**src/rtl/life_pkg.sv**
```systemverilog
// Shared types and constants for the serial Game-of-Life cell.
// Latency: n/a (definitions only).
// Backpressure: n/a (definitions only).
package life_pkg;

  // Cell sequencer states.
  typedef enum logic [1:0] {
    ST_IDLE   = 2'd0,
    ST_SCAN   = 2'd1,
    ST_UPDATE = 2'd2
  } life_state_t;

  localparam int NUM_NEIGHBORS = 8;
  localparam int COUNT_W       = 4;
  localparam int SEL_W         = $clog2(NUM_NEIGHBORS);

  localparam logic [COUNT_W-1:0] BIRTH_COUNT   = COUNT_W'(3);
  localparam logic [COUNT_W-1:0] SURVIVE_COUNT = COUNT_W'(2);

  // Index of the final neighbour visited during a scan.
  localparam logic [SEL_W-1:0] LAST_SELECT = SEL_W'(NUM_NEIGHBORS - 1);

endpackage

```
**src/rtl/life_rule.sv**
```systemverilog
// Conway next-state rule: birth on exactly BIRTH_COUNT, survival on SURVIVE_COUNT.
// Latency: purely combinational.
// Backpressure: none.
// Ports: alive (current state), count (live neighbours), next_alive (rule result).
module life_rule
  import life_pkg::*;
(
  input  logic               alive,
  input  logic [COUNT_W-1:0] count,
  output logic               next_alive
);

  // A count of 3 always yields a live cell; a count of 2 only keeps one alive.
  assign next_alive = (count == BIRTH_COUNT) || (alive && (count == SURVIVE_COUNT));

endmodule

```
**src/rtl/serial_life_cell.sv**
```systemverilog
// Single Game-of-Life cell that scans its neighbours one per cycle via an external mux.
// Latency: step accepted at edge E -> alive and done update at edge E+9.
// Backpressure: step/load only honoured while idle (busy low); requests while busy are dropped.
// Ports:
//   clk, rst            clock, async active-high reset
//   step                start one generation (idle only)
//   load, load_value    overwrite the cell state (idle only, wins over step)
//   neighbor_in         external mux output for the neighbour addressed by select
//   select              registered neighbour index driven to the external mux
//   alive, count        registered cell state and live-neighbour total
//   busy, done          sequencer active flag and one-cycle completion pulse
module serial_life_cell
  import life_pkg::*;
#(
  parameter logic INIT_STATE = 1'b0
)(
  input  logic               clk,
  input  logic               rst,
  input  logic               step,
  input  logic               load,
  input  logic               load_value,
  input  logic               neighbor_in,
  output logic [SEL_W-1:0]   select,
  output logic               alive,
  output logic [COUNT_W-1:0] count,
  output logic               busy,
  output logic               done
);

  life_state_t state;
  logic        next_alive;

  life_rule u_rule (
    .alive      (alive),
    .count      (count),
    .next_alive (next_alive)
  );

  assign busy = (state != ST_IDLE);

  always_ff @(posedge clk or posedge rst) begin
    if (rst) begin
      state  <= ST_IDLE;
      select <= '0;
      count  <= '0;
      alive  <= INIT_STATE;
      done   <= 1'b0;
    end else begin
      // done is a pulse: only the UPDATE branch raises it for one cycle.
      done <= 1'b0;
      case (state)
        ST_IDLE: begin
          select <= '0;
          if (load) begin
            // Load outranks step; a coincident step is dropped.
            alive <= load_value;
          end else if (step) begin
            count <= '0;
            state <= ST_SCAN;
          end
        end

        ST_SCAN: begin
          // neighbor_in reflects the current select, so accumulate before advancing.
          count <= count + {{(COUNT_W-1){1'b0}}, neighbor_in};
          if (select == LAST_SELECT) begin
            select <= '0;
            state  <= ST_UPDATE;
          end else begin
            select <= select + SEL_W'(1);
          end
        end

        ST_UPDATE: begin
          alive <= next_alive;
          done  <= 1'b1;
          state <= ST_IDLE;
        end

        default: begin
          select <= '0;
          state  <= ST_IDLE;
        end
      endcase
    end
  end

endmodule
```
**config.mk**
```make
export PLATFORM = sky130hd
export DESIGN_NAME = serial_life_cell
export DESIGN_NICKNAME = d
export VERILOG_FILES = /design/src/rtl/life_pkg.sv /design/src/rtl/life_rule.sv /design/src/rtl/serial_life_cell.sv
export SDC_FILE = /design/constraint.sdc
export NUM_CORES = 1
export LEC_CHECK = 0
export CAP_MARGIN = 20
export CORE_MARGIN = 4
export CORE_UTILIZATION = 40
export CTS_CLUSTER_SIZE = 14
export DETAILED_ROUTE_END_ITERATION = 10
export MAX_ROUTING_LAYER = met4
export PLACE_DENSITY = 0.72
export SKIP_LAST_GASP = 1
export SLEW_MARGIN = 20
export SYNTH_ARGS = -nofsm -noshare
export SYNTH_HDL_FRONTEND = slang
export SYNTH_SLANG_ARGS = --single-unit
```
**constraint.sdc**
```tcl
create_clock -name clk -period 1.27 [get_ports clk]
set_clock_uncertainty 0.1 [all_clocks]
set_input_delay 0.254 -clock clk [delete_from_list [all_inputs] [get_ports clk]]
set_output_delay 0.254 -clock clk [all_outputs]
set_load 0.05 [all_outputs]
```
# ---- Yosys cells after proc, flatten, opt, wreduce, memory -nomap -nowiden
# Cells that the tools add are included.
dict set report totals {
  input_bits 6
  elab_cells 37
  register_bits 11
}
dict set report op_classes {
  n_eq_ne 9
  reduce_logical 9
  n_addsub 2
  n_mux 12
}
# op count
set ops {}
lappend ops {{$eq 4x2->1 const B} 2}
lappend ops {{$mux 4} 2}
lappend ops {{$ne 2x2->1 const B} 4}
lappend ops {{$pmux 4 s2} 1}
lappend ops {{$mux 2} 3}
lappend ops {{$pmux 3 s2} 1}
lappend ops {{$reduce_and 3->1} 2}
lappend ops {{$reduce_bool 2->1} 3}
lappend ops {{$add 4x1->4} 1}
lappend ops {{$pmux 2 s2} 1}
lappend ops {{$add 3x1->3 const B} 1}
lappend ops {{$eq 3x3->1 const B} 1}
lappend ops {{$mux 3} 1}
lappend ops {{$eq 2x1->1 const B} 1}
lappend ops {{$eq 2x2->1 const B} 1}
lappend ops {{$logic_not 2->1} 1}
lappend ops {{$mux 1} 2}
lappend ops {{$pmux 1 s2} 1}
lappend ops {{$reduce_and 2->1} 1}
lappend ops {{$logic_and 1x1->1} 1}
lappend ops {{$logic_or 1x1->1} 1}

# ---- Logic depth before layout (Yosys ltp)
dict set report depth {
  depth_word 4
  mapped_depth 5
}

# ---- Cells and area by module
# From an unflattened synthesis, not the netlist that was laid out.
dict set report unflattened {
  hier_cells 48
  area_unflattened_um2 566.8
}
# mod area_per_inst_um2 seq_area_each_um2 instances cells_per_inst
set modules_own_cells {}
lappend modules_own_cells {serial_life_cell 548.0 275.3 1 46}
lappend modules_own_cells {life_rule 18.8 0.0 1 2}

# ---- Least setup slack after synthesis
# Ideal clock, no wire load.
dict set report synth_path {
  kind {reg-to-reg}
  start {register count[0]}
  end {register count[2]}
  t_arrival_ns 1.521
  required_ns 1.049
  path_slack_ns -0.472
  setup_ns 0.121
  stages_incl_launch_ff 5
  cell_sequence {dfrtp_1 ha_1 ha_1 mux2_2 a22o_1}
}
dict set report synth_between {
  elab_chain_cells 2
}
# element line_no
set synth_rtl {}
lappend synth_rtl {{start: declaration} serial_life_cell.sv:25} ;# output logic [COUNT_W-1:0] count,
lappend synth_rtl {{start signal: assignment} serial_life_cell.sv:65} ;# count <= count + {{(COUNT_W-1){1'b0}}, neighbor_in};
lappend synth_rtl {{$add 4x1->4} serial_life_cell.sv:65}
lappend synth_rtl {{$pmux 4 s2} serial_life_cell.sv:51} ;# case (state)
# No other way between the ends.
# A chain may end at the register's enable or synchronous reset.

# ---- Final worst setup path
# Same ends and word-level chain as after synthesis.

==> impl_metrics.yaml <==
drt:
  ant_nets: 0
  drc_errors: 0
  viasPerCell: 5.07
  via_count: 512
  wl_per_cell_um: 17.6
  wl_um: 1780
  drt-pass1-iter-count: 4
  drtIter0Drc: 12
die:
  ioPinCount: 16
  die_w_um: 45.2
  dieArea_um2: 2050
  initial_core_util: 0.426
  die_h_um: 45.2
  core_um2: 1300
  num_rows: 13
sta:
  finalSetupViolCount: 11
  hold_ws_ns: 0.157
  hold_viol_final: 0
  fmax_mhz: 709
  slew_headroom: 0.783
  rsz0062_at_grt: "yes"
  fin_crit_ns: 1.41
  fin_tns_setup_ns: -0.690
  period_share: 1.11
  worstMarginPinSlew_ns: 0.320
  setup_slack_ns: -0.140
  slew_violations: 0
pwr:
  p_switching_uw: 1320
  switching_share: 0.406
  ir_drop_uv: 2160
  pwr-share-comb: 0.712
  power_frac_clock: 0.076
  power.internal_uw: 1920
  power_density_nw_per_um2: 2890
  leakage_uw: 0.000514
  pwr-share-seq: 0.212
synth:
  synth_edf_count: 0
  yosys.area.top_type_share: 0.497
  netlist_instances: 47
  async_reset_ff_frac: 1.00
  avgSynthCellArea_um2: 11.8
  syn-num-nets: 57
  ys_seq_elements: 11
  synth_most_common_cell: "dfrtp_1"
  synthTopCellsByArea: "dfrtp_1, ha_1, a22o_1, mux2i_1, buf_4"
  syn-cell-area_um2: 554
  synth_top_cell_by_area: "dfrtp_1"
  synth_top_cells_by_count: "dfrtp_1, a22o_1, ha_1"
  synth_cell_types: 24
  synth_ff_type: "dfrtp_1"
  yosysSeqAreaShare: 0.497
  yosys_warnings: 0
worst_setup_path:
  path_buf_inv: 0
  worstPathArrival_ns: 1.47
  crit_path_frequent_cell: "ha_4"
  worst-path-max-fanout: 2
  crit_chain: "ha_4 > ha_4 > mux2_2 > a22o_1"
  critPathTopFamily: "flip-flops"
  required_ns: 1.33
  crit_path_max_incr_delay_ns: 0.44
  critical_path_class: "reg -> reg"
  cp-end-kind: "register"
  crit_path_top_delay_cell: "dfrtp_2"
  startpoint_type: "register"
run_status:
  violations: "setup timing"
  status: "finished, violations left"
clock_network:
  root_buffer: "clkbuf_4"
  cts_sinks: 11
  insertion_delay_ns: 0.27
  cts_inserted_buffers: 3
  cts.clk_slew.worst_paths_ns: 0.08
  cts_hold_buf: 0
  cts_buffer_depth: 2
  htreeDepth: 1
  tritoncts: "built"
min_path:
  min_path_type: "in -> async"
layout:
  drive_gt1_frac: 0.628
  syn2layout_area_growth_pct: 102
  fill_cells: 62
  final_util: 0.861
  fin_area_um2: 1120
  n_antenna_cell: 0
  fin_nets: 97
placed_design:
  portBuffers: 15
  dpl.hpwl_um: 929
  gp_congestion: 0.706
  dpl-instance-area_um2: 962
  preCtsSetupSlack_ns: -0.456
global_route:
  grt_pass1_vias: 556
  grt_max_degree: 12
  track_usage: 0.183
  grt_pass1_wl_um: 2570
  grt-ovfl-total: 0
  antenna_found_initial: 0
run:
  cap_viol_max_count: 0
[tightest hold or removal path, delay by kind of cell]
family                 cells  cell delay, ns
buffers and inverters      3            0.63
[per-stage QoR]
stage / instances / power (uW)
floorplan: 47 / 1620
global placement: 89 / 2480
detailed placement: 89 / 2510
CTS: 100 / 3070
global route: 101 / 3380
finish: 101 / 3240
[state kept, by name (all words and copies together) (netlist names)]
signal  count
done        1
select      3
alive       1
state       2
count       4
[cell type report]
type                       count  area, um^2  share of cell area
inverter                       2        7.51             0.00670
timing repair buffer          37         452               0.403
sequential                    11         283               0.253
tap                           15        18.8              0.0168
clock buffer                   4        26.3              0.0235
multi-input combinational     32         333               0.297
[cells in the final DEF (no fill, tap or decap), types with 2 or more instances in the layout]
| cell type | synthesis | routed |
|---|---|---|
| buf_4 | 2 | 13 |
| buf_12 | 0 | 10 |
| buf_6 | 0 | 8 |
| dfrtp_2 | 0 | 6 |
| a22o_1 | 5 | 5 |
| dfrtp_1 | 11 | 5 |
| ha_4 | 0 | 4 |
| clkdlybuf4s50_1 | 0 | 4 |
| nor2_1 | 3 | 3 |
| clkbuf_4 | 0 | 3 |
| nor2b_2 | 1 | 2 |
| inv_1 | 2 | 2 |
| mux2i_1 | 2 | 2 |
| nand2_1 | 2 | 2 |
[per-layer routing]
metal	vias to the layer above	GRT usage	routed length [um]
li1	245	-	-
met1	255	0.219	727
met2	12	0.316	997
met3	0	0.0279	56
met4	0	0.0526	0
met5	-	-	0
[worst paths after layout]
kind,startpoint,to,slack (ns),cells past startpoint
setup / recovery,count[0],count[2],-0.14,4
hold / removal,rst,state[0],0.16,3
setup reg to reg,count[0],count[2],-0.14,4
max in group asynchronous,rst,select[0],0.74,3
hold reg to reg,alive,alive,0.46,1
min in group clk,neighbor_in,count[0],0.41,3
[logic make-up after synthesis]
logic type,Yosys count,synth area share
buffers and inverters,4,0.0406
adders and majority gates,4,0.0903
muxes,3,0.0564
DFF,11,0.497
AOI/OAI and AO/OA,10,0.140
and+or+nand+nor,15,0.176
[power groups by stage]
stage / sequential (uW) / combinational, uW / clock, uW
finish: 685 / 2300 / 246
global route: 699 / 2420 / 266
CTS: 666 / 2150 / 257
detailed placement: 683 / 1830 / 0
global placement: 677 / 1800 / 0
floorplan: 1090 / 526 / 0
[timing repair]
item                       CTS  global route
gates resized for setup     12             5
setup endpoints to repair   11            15
setup buffers                7             1
pin swaps                    2             1
Power figures use the tool's default switching activity.
